**src/rtl/bfp_comp_pkg.sv**
```systemverilog
// Shared types and constants for the bfp_comp front-end scheduler.
package bfp_comp_pkg;

  typedef enum logic [1:0] {
    IDLE = 2'd0,
    WAIT = 2'd1,
    XFER = 2'd2,
    DROP = 2'd3
  } sched_state_e;

  localparam logic [3:0] COMP_METH_NONE = 4'd0;
  localparam logic [3:0] COMP_METH_BFP  = 4'd1;
  localparam int         WORDS_PER_PRB  = 6;

  // Values bfp_comp sees out of reset: BFP with 9-bit mantissas.
  localparam logic [3:0] CTRL_METH_RST     = 4'd1;
  localparam logic [3:0] CTRL_IQ_WIDTH_RST = 4'd9;

  function automatic logic meth_supported(input logic [3:0] meth);
    return (meth == COMP_METH_NONE) || (meth == COMP_METH_BFP);
  endfunction

endpackage

```
**src/rtl/bfp_rr_arb.sv**
```systemverilog
// Combinational round-robin picker: searches ptr+1, ptr+2, ... modulo N_PORTS.
module bfp_rr_arb #(
  parameter int N_PORTS = 4,
  localparam int IDX_W  = $clog2(N_PORTS)
) (
  input  logic [N_PORTS-1:0] req,
  input  logic [IDX_W-1:0]   ptr,
  output logic [N_PORTS-1:0] grant,
  output logic [IDX_W-1:0]   grant_idx,
  output logic               grant_vld
);

  logic [IDX_W-1:0] cand;

  // Walk from the farthest offset down so the nearest requester after ptr wins.
  always_comb begin
    grant_vld = 1'b0;
    grant_idx = '0;
    cand      = '0;
    for (int k = N_PORTS; k >= 1; k--) begin
      cand = IDX_W'((int'(ptr) + k) % N_PORTS);
      if (req[cand]) begin
        grant_vld = 1'b1;
        grant_idx = cand;
      end
    end
  end

  for (genvar gi = 0; gi < N_PORTS; gi++) begin : g_onehot
    assign grant[gi] = grant_vld && (grant_idx == IDX_W'(gi));
  end

endmodule

```
**src/rtl/bfp_comp_sched.sv**
```systemverilog
// Packet-level round-robin scheduler sharing one bfp_comp between N_PORTS streams.
// Holds ctrl_ud_* stable per packet and delays config changes until bfp_comp drains.
// Optional statistics outputs are enabled with `define BFP_COMP_SCHED_STATS_EN.
module bfp_comp_sched #(
  parameter int N_PORTS         = 4,
  parameter int DATA_W          = 64,
  parameter int USER_W          = 32,
  parameter int MAX_OUTSTANDING = 4,
  parameter int WORDS_PER_PRB   = bfp_comp_pkg::WORDS_PER_PRB
) (
  input  logic                       clk,
  input  logic                       rst_n,
  input  logic [N_PORTS*DATA_W-1:0]  s_axis_tdata,
  input  logic [N_PORTS*DATA_W/8-1:0] s_axis_tkeep,
  input  logic [N_PORTS-1:0]         s_axis_tvalid,
  output logic [N_PORTS-1:0]         s_axis_tready,
  input  logic [N_PORTS-1:0]         s_axis_tlast,
  input  logic [N_PORTS*USER_W-1:0]  s_axis_tuser,
  input  logic [N_PORTS*4-1:0]       cfg_comp_meth,
  input  logic [N_PORTS*4-1:0]       cfg_iq_width,
  output logic [DATA_W-1:0]          m_axis_tdata,
  output logic [DATA_W/8-1:0]        m_axis_tkeep,
  output logic                       m_axis_tvalid,
  output logic                       m_axis_tlast,
  output logic [USER_W-1:0]          m_axis_tuser,
  output logic [3:0]                 ctrl_ud_comp_meth,
  output logic [3:0]                 ctrl_ud_iq_width,
  input  logic                       comp_out_tvalid,
  input  logic                       comp_out_tlast,
  output logic                       busy,
  output logic                       err_len,
  output logic                       err_cfg
`ifdef BFP_COMP_SCHED_STATS_EN
  ,
  output logic [N_PORTS*16-1:0]      stat_pkt_cnt,
  output logic [31:0]                stat_wait_cyc
`endif
);

  import bfp_comp_pkg::*;

  localparam int IDX_W  = $clog2(N_PORTS);
  localparam int OUT_W  = $clog2(MAX_OUTSTANDING + 1);
  localparam int WCNT_W = $clog2(WORDS_PER_PRB + 1);
  localparam int KEEP_W = DATA_W / 8;

  sched_state_e       state_reg, state_next;
  logic [IDX_W-1:0]   gnt_reg, rr_ptr_reg;
  logic [3:0]         snap_meth_reg, snap_width_reg;
  logic [3:0]         ctrl_meth_reg, ctrl_width_reg;
  logic [OUT_W-1:0]   outst_reg;
  logic [WCNT_W-1:0]  wcnt_reg;
  logic [DATA_W-1:0]  m_tdata_reg;
  logic [KEEP_W-1:0]  m_tkeep_reg;
  logic [USER_W-1:0]  m_tuser_reg, m_tuser_next;
  logic               m_tvalid_reg, m_tlast_reg, err_len_reg, err_cfg_reg;

  logic [N_PORTS-1:0] arb_grant;
  logic [IDX_W-1:0]   arb_idx;
  logic               arb_vld;
  logic [3:0]         sel_meth, sel_width;
  logic               idle_block, wait_block;
  logic               in_pkt, acc, acc_last, fwd_last, cmp_done;

  bfp_rr_arb #(.N_PORTS(N_PORTS)) u_arb (
    .req       (s_axis_tvalid),
    .ptr       (rr_ptr_reg),
    .grant     (arb_grant),
    .grant_idx (arb_idx),
    .grant_vld (arb_vld)
  );

  // Config of the port the arbiter would grant this cycle (one-hot AND-OR mux).
  always_comb begin
    sel_meth  = '0;
    sel_width = '0;
    for (int p = 0; p < N_PORTS; p++) begin
      if (arb_grant[p]) begin
        sel_meth  = sel_meth  | cfg_comp_meth[p*4 +: 4];
        sel_width = sel_width | cfg_iq_width[p*4 +: 4];
      end
    end
  end

  // A packet may not start if it changes ctrl while bfp_comp still holds packets, or if bfp_comp is full.
  assign idle_block = (((sel_meth != ctrl_meth_reg) || (sel_width != ctrl_width_reg)) && (outst_reg != '0))
                      || (outst_reg == OUT_W'(MAX_OUTSTANDING));
  assign wait_block = (((snap_meth_reg != ctrl_meth_reg) || (snap_width_reg != ctrl_width_reg)) && (outst_reg != '0))
                      || (outst_reg == OUT_W'(MAX_OUTSTANDING));

  assign in_pkt   = (state_reg == XFER) || (state_reg == DROP);
  assign acc      = in_pkt && s_axis_tvalid[gnt_reg];
  assign acc_last = acc && s_axis_tlast[gnt_reg];
  assign fwd_last = acc_last && (state_reg == XFER);
  assign cmp_done = comp_out_tvalid && comp_out_tlast && (outst_reg != '0);

  // FSM state register.
  always_ff @(posedge clk or negedge rst_n) begin
    if (!rst_n) state_reg <= IDLE;
    else        state_reg <= state_next;
  end

  // FSM next-state logic.
  always_comb begin
    state_next = state_reg;
    case (state_reg)
      IDLE: if (arb_vld) begin
        if (!meth_supported(sel_meth)) state_next = DROP;
        else if (idle_block)           state_next = WAIT;
        else                           state_next = XFER;
      end
      WAIT: if (!wait_block) state_next = XFER;
      XFER: if (acc_last)    state_next = IDLE;
      DROP: if (acc_last)    state_next = IDLE;
      default:               state_next = IDLE;
    endcase
  end

  // FSM outputs: only the granted port is ready, and only while its packet moves.
  always_comb begin
    s_axis_tready = '0;
    if (in_pkt) s_axis_tready[gnt_reg] = 1'b1;
    busy = (state_reg != IDLE) || (outst_reg != '0);
  end

  // Grant/snapshot capture, ctrl load on XFER entry, and round-robin pointer update.
  always_ff @(posedge clk or negedge rst_n) begin
    if (!rst_n) begin
      gnt_reg        <= '0;
      rr_ptr_reg     <= IDX_W'(N_PORTS - 1);
      snap_meth_reg  <= '0;
      snap_width_reg <= '0;
      ctrl_meth_reg  <= CTRL_METH_RST;
      ctrl_width_reg <= CTRL_IQ_WIDTH_RST;
    end else begin
      if (state_reg == IDLE && arb_vld) begin
        gnt_reg        <= arb_idx;
        snap_meth_reg  <= sel_meth;
        snap_width_reg <= sel_width;
      end
      if (state_next == XFER && state_reg != XFER) begin
        ctrl_meth_reg  <= (state_reg == IDLE) ? sel_meth  : snap_meth_reg;
        ctrl_width_reg <= (state_reg == IDLE) ? sel_width : snap_width_reg;
      end
      if (acc_last) rr_ptr_reg <= gnt_reg;
    end
  end

  // Selected port's tuser with the low nibble replaced by the source index.
  always_comb begin
    m_tuser_next      = s_axis_tuser[gnt_reg*USER_W +: USER_W];
    m_tuser_next[3:0] = 4'(gnt_reg);
  end

  // One-cycle output register towards bfp_comp; DROP consumes without forwarding.
  always_ff @(posedge clk or negedge rst_n) begin
    if (!rst_n) begin
      m_tvalid_reg <= 1'b0;
      m_tlast_reg  <= 1'b0;
      m_tdata_reg  <= '0;
      m_tkeep_reg  <= '0;
      m_tuser_reg  <= '0;
    end else begin
      m_tvalid_reg <= acc && (state_reg == XFER);
      m_tlast_reg  <= fwd_last;
      if (acc && state_reg == XFER) begin
        m_tdata_reg <= s_axis_tdata[gnt_reg*DATA_W +: DATA_W];
        m_tkeep_reg <= s_axis_tkeep[gnt_reg*KEEP_W +: KEEP_W];
        m_tuser_reg <= m_tuser_next;
      end
    end
  end

  // Packets in flight inside bfp_comp; a simultaneous start and finish cancel out.
  always_ff @(posedge clk or negedge rst_n) begin
    if (!rst_n)                    outst_reg <= '0;
    else if (fwd_last && !cmp_done) outst_reg <= outst_reg + OUT_W'(1);
    else if (cmp_done && !fwd_last) outst_reg <= outst_reg - OUT_W'(1);
  end

  // PRB word counter and error pulses; a bad length is flagged but the packet is untouched.
  always_ff @(posedge clk or negedge rst_n) begin
    if (!rst_n) begin
      wcnt_reg    <= '0;
      err_len_reg <= 1'b0;
      err_cfg_reg <= 1'b0;
    end else begin
      err_len_reg <= acc_last && (wcnt_reg != WCNT_W'(WORDS_PER_PRB - 1));
      err_cfg_reg <= acc_last && (state_reg == DROP);
      if (acc) begin
        if (acc_last || wcnt_reg == WCNT_W'(WORDS_PER_PRB - 1)) wcnt_reg <= '0;
        else                                                    wcnt_reg <= wcnt_reg + WCNT_W'(1);
      end
    end
  end

  assign m_axis_tdata      = m_tdata_reg;
  assign m_axis_tkeep      = m_tkeep_reg;
  assign m_axis_tvalid     = m_tvalid_reg;
  assign m_axis_tlast      = m_tlast_reg;
  assign m_axis_tuser      = m_tuser_reg;
  assign ctrl_ud_comp_meth = ctrl_meth_reg;
  assign ctrl_ud_iq_width  = ctrl_width_reg;
  assign err_len           = err_len_reg;
  assign err_cfg           = err_cfg_reg;

`ifdef BFP_COMP_SCHED_STATS_EN
  logic [31:0] wait_cyc_reg;

  for (genvar gi = 0; gi < N_PORTS; gi++) begin : g_stat
    logic [15:0] pkt_cnt_reg;
    // Forwarded-packet count for this port; dropped packets never reach XFER.
    always_ff @(posedge clk or negedge rst_n) begin
      if (!rst_n)                                    pkt_cnt_reg <= '0;
      else if (fwd_last && gnt_reg == IDX_W'(gi))    pkt_cnt_reg <= pkt_cnt_reg + 16'd1;
    end
    assign stat_pkt_cnt[gi*16 +: 16] = pkt_cnt_reg;
  end

  // Cycles lost waiting for bfp_comp to drain or free a slot.
  always_ff @(posedge clk or negedge rst_n) begin
    if (!rst_n)                 wait_cyc_reg <= '0;
    else if (state_reg == WAIT) wait_cyc_reg <= wait_cyc_reg + 32'd1;
  end
  assign stat_wait_cyc = wait_cyc_reg;
`endif

endmodule

```
**config.mk**
```make
export PLATFORM = sky130hd
export DESIGN_NAME = bfp_comp_sched
export DESIGN_NICKNAME = d
export VERILOG_FILES = /design/src/rtl/bfp_comp_pkg.sv /design/src/rtl/bfp_rr_arb.sv /design/src/rtl/bfp_comp_sched.sv
export SDC_FILE = /design/constraint.sdc
export NUM_CORES = 1
export LEC_CHECK = 0
export CORE_AREA = 2 2 227 229
export DETAILED_ROUTE_END_ITERATION = 7
export DIE_AREA = 0 0 229 231
export GPL_TIMING_DRIVEN = 0
export MAX_ROUTING_LAYER = met4
export PLACE_DENSITY = 0.5
export SYNTH_ARGS = -nofsm -noshare
export SYNTH_HDL_FRONTEND = slang
export SYNTH_SLANG_ARGS = --single-unit
```
**constraint.sdc**
```tcl
create_clock -name clk -period 4.15 [get_ports clk]
set_input_delay 0.83 -clock clk [delete_from_list [all_inputs] [get_ports clk]]
set_output_delay 0.83 -clock clk [all_outputs]
set_load 0.01 [all_outputs]
```
=== Word-level counts from Yosys, hierarchy flattened ===
Cells that the tools add are included.
Widths: inputs -> output; s select.

* Output and inout bits: 121
* Latch bits: 0
* Memory bits (writable): 0
* Memories kept: 0
* Bits of input ports: 460
* Memory bits (read-only): 0
* Word-level logic and storage cells: 132
* Flip-flop bits (word level): 134

* Reductions and logical operators: 36
* Magnitude comparators: 6
* Equal/unequal tests: 16
* Bitwise gates (word level): 6
* Div/mod/pow operators: 0
* Multiplexer cells: 42
* Shifts and indexed selects: 3
* $add $sub $neg: 7
* Multipliers: 0

{| class="wikitable"
|+ Operators by type and width
! kind !! count
|-
| $shiftx 256x9->64 || 1
|-
| $shiftx 128x8->32 || 1
|-
| $mux 4 || 11
|-
| $shiftx 32x6->8 || 1
|-
| $or 4x4->4 || 6
|-
| $logic_and 1x1->1 || 19
|-
| $mux 2 || 9
|-
| $ne 4x4->1 || 4
|-
| $lt 2x3->1 const B || 5
|-
| $bmux 1 s2 || 6
|-
| $mux 1 || 11
|-
| $eq 2x2->1 const B || 5
|-
| $mux 3 || 3
|-
| $logic_or 1x1->1 || 8
|-
| $add 3x1->3 const B || 2
|-
| $eq 3x3->1 const B || 2
|-
| $pmux 2 s3 || 1
|-
| $add 2x1->2 const B || 2
|-
| $add 2x2->2 const B || 2
|-
| $eq 2x1->1 const B || 2
|-
| $eq 4x1->1 const B || 1
|-
| $logic_not 2->1 || 2
|-
| $logic_not 4->1 || 1
|-
| $reduce_bool 2->1 || 2
|-
| 8 further kinds || 9
|}

=== Depth between registers and ports, before layout ===
* Depth in word-level cells: 26
* Mapped depth: 14
* Gate-level depth less buffers: 11

=== By module ===
Synthesis repeated with hierarchy kept, for this count alone.

* Cells, all modules: 577
* Area total of the unflattened synthesis: 8234.1 um2

{| class="wikitable"
|+ By module, submodules not included
! module !! sequential area each (um2) !! times used !! area each (um2) !! cells each
|-
| bfp_comp_sched || 3359.5 || 1 || 7990.2 || 543
|-
| bfp_rr_arb || 0.0 || 1 || 244.0 || 34
|}

=== Worst setup path before layout ===
No wires, ideal clock.

* Path type: in2reg
* From: input s_axis_tvalid[0]
* To: register outst_reg[1]
* Data required time: 4.025 ns
* Stages on the path: 12
* Path buffers: 3
* Setup time: 0.125 ns
* Data arrival time: 3.206 ns
* Path slack: 0.819 ns
* Path through: clkbuf_1 -> mux4_1 -> nand2_1 -> or2_1 -> clkbuf_1 -> inv_2 -> clkbuf_1 -> and2_1 -> ha_1 -> inv_1 -> fa_1 -> mux2_2

* Cells in the longest elaborated chain, start to end: 8
* Elaborated cells on any way between the ends: 10
* Those cells by class: mux (3); reduce/logical (7)

{| class="wikitable"
|+ RTL lines
! what !! line !! source
|-
| start, declared || bfp_comp_sched.sv:15 || <nowiki>input logic [N_PORTS-1:0] s_axis_tvalid,</nowiki>
|-
| $bmux 1 s2 * || bfp_comp_sched.sv:92 || <nowiki>assign acc = in_pkt && s_axis_tvalid[gnt_reg];</nowiki>
|-
| $mux 1 (not written as such) * || bfp_comp_sched.sv:92 ||
|-
| $logic_and 1x1->1 * || bfp_comp_sched.sv:92 ||
|-
| $logic_and 1x1->1 * || bfp_comp_sched.sv:93 || <nowiki>assign acc_last = acc && s_axis_tlast[gnt_reg];</nowiki>
|-
| $logic_and 1x1->1 * || bfp_comp_sched.sv:94 || <nowiki>assign fwd_last = acc_last && (state_reg == XFER);</nowiki>
|-
| via fwd_last || bfp_comp_sched.sv:63 || <nowiki>logic in_pkt, acc, acc_last, fwd_last, cmp_done;</nowiki>
|-
| $logic_not 1->1 || bfp_comp_sched.sv:178 || <nowiki>else if (cmp_done && !fwd_last) outst_reg <= outst_reg - OUT_W'(1);</nowiki>
|-
| $logic_and 1x1->1 || bfp_comp_sched.sv:178 ||
|-
| $reduce_bool 2->1 (no source line) || - ||
|-
| end signal, assigned || bfp_comp_sched.sv:177 || <nowiki>else if (fwd_last && !cmp_done) outst_reg <= outst_reg + OUT_W'(1);</nowiki>
|-
| end signal, assigned || bfp_comp_sched.sv:178 ||
|-
| end, declared || bfp_comp_sched.sv:51 || <nowiki>logic [OUT_W-1:0] outst_reg;</nowiki>
|}

Mark *: on every way through the listed nets, which the timed path passes. The rest lies on a longest branch. The select of a mux whose other input is x is not followed.
A chain may end at the register's enable or synchronous reset.

=== Final worst setup path ===
* From: input s_axis_tvalid[0]
* To: register outst_reg[2]

The elaborated chain is that of the path after synthesis.

==> impl_metrics.tcl <==
set metrics [dict create \
    gp_congestion 0.889 \
    p_switching_mw 3.94 \
    max_freq_mhz 248 \
    clkPwrFrac_pct 16.5 \
    post-route-min-period_ps 4030 \
    grt_max_degree 69 \
    syn_to_final_growth_pct 85.5 \
    leakagePower_nw 6.34 \
    drc_errors 0 \
    worstRegToRegCells 10 \
    dp_slack_ps -934 \
    dieArea_um2 52900 \
    post_cts_resized 2 \
    status "finished, final reports clean" \
    fin_ws_ps 121 \
    clock-skew-final_ps 16.7 \
    dieHeight_um 231 \
    largest_register_ffs 64 \
    synthCells 797 \
    sw_frac_of_total_pct 40.3 \
    r2r_setup_slack_ps 450 \
    row_count 83 \
    grt_first_pass_wirelength_um 59100 \
    via_per_inst 4.09 \
    cts_root_buffer "clkbuf_16" \
    start_util_pct 16.4 \
    async_flop_share_pct 100 \
    instances_no_fill 2074 \
    power-per-cell-area_nw_per_um2 632 \
    met3_length_um 3230 \
    timing.rr.start "gnt_reg[0]" \
    hp-class "input pin to async pin" \
    stdcell_area_um2 15500 \
    finalCritPeriodShare_pct 97.1 \
    dieWidth_um 229 \
    synth_top_cell_by_area "dfrtp_1" \
    hold_viol_final 0 \
    portBuffers 561 \
    routed_wl_um 40700 \
    post-synth-top-count-cell "nand2_1" \
    p_total_mw 9.76 \
    rsz0062_at_grt "yes" \
    holdWs_ps 338 \
    gr-total-overflow 0 \
    cts_buffer_depth 2 \
    cp.required_ps 4540 \
    grt_pass1_vias 9001 \
    synth_commonest_cells "nand2_1 (358), dfrtp_1 (129), mux4_2 (101)" \
    grt.total_usage_pct 15.8 \
    dpl-instance-area_um2 14800 \
    avgRoutedWirePerCell_um 19.6 \
    grt_antenna_before_repair 10 \
    maxSlewHeadroom_pct 29.9 \
    yosysSeqAreaShare_pct 40.3 \
    drv_cap 0 \
    cts_sinks 134 \
    synth_edf_count 0 \
    synth_top_area_share_pct 38.7 \
    hpwl_um 33600 \
    rr_endpoint "outst_reg[1]" \
    ctsHoldBuffers 0 \
    ioPinCount 581 \
    dr.pass1.iters 5 \
    p_int_mw 5.83 \
    clkSlewWorstSetupHoldPaths_ps 60 \
    end_kind "flip-flop" \
    irDropWorstVdd_mv 0.251 \
    ys_ff_latch 134 \
    clk_latency_ps 470 \
    via_count 8490 \
    worst_pin_slew_ps 1050 \
    setup_viol 0 \
    ant_nets 0 \
    ys_dominant_reg_cell "dfrtp_1" \
    power_frac_seq_pct 25.0 \
    synth_area_um2 8330 \
    drive_gt1_share_pct 12.2 \
    cts_setup_buffers 0 \
    nNetsFinal 1840 \
    wl_met1_um 16900 \
    synth_area_leaders "dfrtp_1 (39%), mux4_2 (27%), nand2_1 (16%)" \
    yosysUniqueCellTypes 56 \
    coreArea_um2 50700 \
    power_frac_comb_pct 58.5 \
    wl_met2_um 19800 \
    arrival_ps 4420 \
    worst-path-max-fanout 14 \
    yosysWarnings 0 \
    place_inst 2040 \
    maxUsedRoutingLayer "met4" \
    drt_iter0_drc 435 \
    syn_area_per_cell_um2 10.5 \
    htreeDepth 4 \
    start_kind "input pin" \
    slew_viol_final 0 \
    path_class "input pin to flip-flop" \
    cts_made_buffers 17 \
    cts_tree "done" \
]
==> per-layer routing <==
layer  GRT usage, %  up-vias
li1               -     3966
met1           18.1     4083
met2           25.9      396
met3           5.52       45
met4           5.01        0
met5              -        -
==> metrics by stage <==
stage	util, %	setup TNS, ps
after global placement	29.2	-494170
final	30.5	0
after global routing	30.5	-24.1
after floorplan	-	0
after CTS	30.5	0
after detailed placement	29.3	-25080
==> area by class of cell <==
cell class	instances	area, um2
fillers	5343	35200
repair buffers	562	5640
multi-input cells	596	4690
flip-flops and latches	134	3360
well taps	680	851
clock buffers	19	443
plain buffers	56	243
clock inverters	13	174
inverters	9	33.8
diodes	5	12.5
==> layout by cell type (no fill, tap or decap), types with 4 or more instances in the layout <==
cell             Yosys  layout
xnor2_1             11      11
nor2_1              10      10
o21ai_0              6       6
clkdlybuf4s50_1      0     560
nor3_1               4       4
clkbuf_2             0       4
nand4_1             12      12
clkinv_4             0       6
clkbuf_1            47      40
dfstp_2              5       5
mux2_4               6       6
diode_2              0       5
and3_1               4       4
dfrtp_1            129     128
a21oi_1              5       5
nand2_1            358     358
nand2b_1             4       4
xor2_1               8       8
buf_1                6       7
clkbuf_16            0      17
and2_1               5       5
inv_1                8       8
mux2_2               4       4
nand3_1             11      11
mux4_2             101     101
==> cell families after synthesis <==
| logic type | after synthesis | share of synthesized area, % |
|---|---|---|
| AOI/OAI and AO/OA | 32 | 3.08 |
| xor gates and xnor gates | 19 | 2.00 |
| adders and majority gates | 4 | 0.691 |
| buffers and inverters | 68 | 3.39 |
| DFF | 134 | 40.3 |
| muxes | 115 | 29.6 |
| other | 1 | 0.0450 |
| and+or+nand+nor | 424 | 20.9 |
==> power groups by stage <==
stage               clock (mW)  combinational (mW)  sequential [mW]
finish                    1.61                5.71             2.44
global route              1.73                6.25             2.52
CTS                       1.69                5.90             2.41
detailed placement           0                5.92             2.38
global placement             0                5.90             2.36
floorplan                    0                2.95             2.57
==> worst max path at each step <==
stage / end / cells past startpoint / startpoint / slack, ps
after floorplan: outst_reg[1] / 12 / s_axis_tvalid[0] / 820
after CTS: m_axis_tuser[30] / 9 / gnt_reg[0] / 10
after detailed placement: outst_reg[2] / 15 / s_axis_tvalid[0] / -930
after global placement: m_axis_tdata[38] / 1 / rst_n / -3600
after global routing: outst_reg[2] / 14 / s_axis_tvalid[0] / -20
final: outst_reg[2] / 14 / s_axis_tvalid[0] / 120
==> worst max-delay path: stages <==
cell,delay (ps)
clkdlybuf4s50_1,530
buf_1,470
mux4_1,330
nand2_1,110
or2_1,310
clkbuf_1,170
inv_2,380
and2_1,240
ha_1,190
inv_1,60
fa_1,370
xor2_1,150
nor2_1,110
xor2_1,160
No activity file was read; power rests on OpenSTA's default activity.
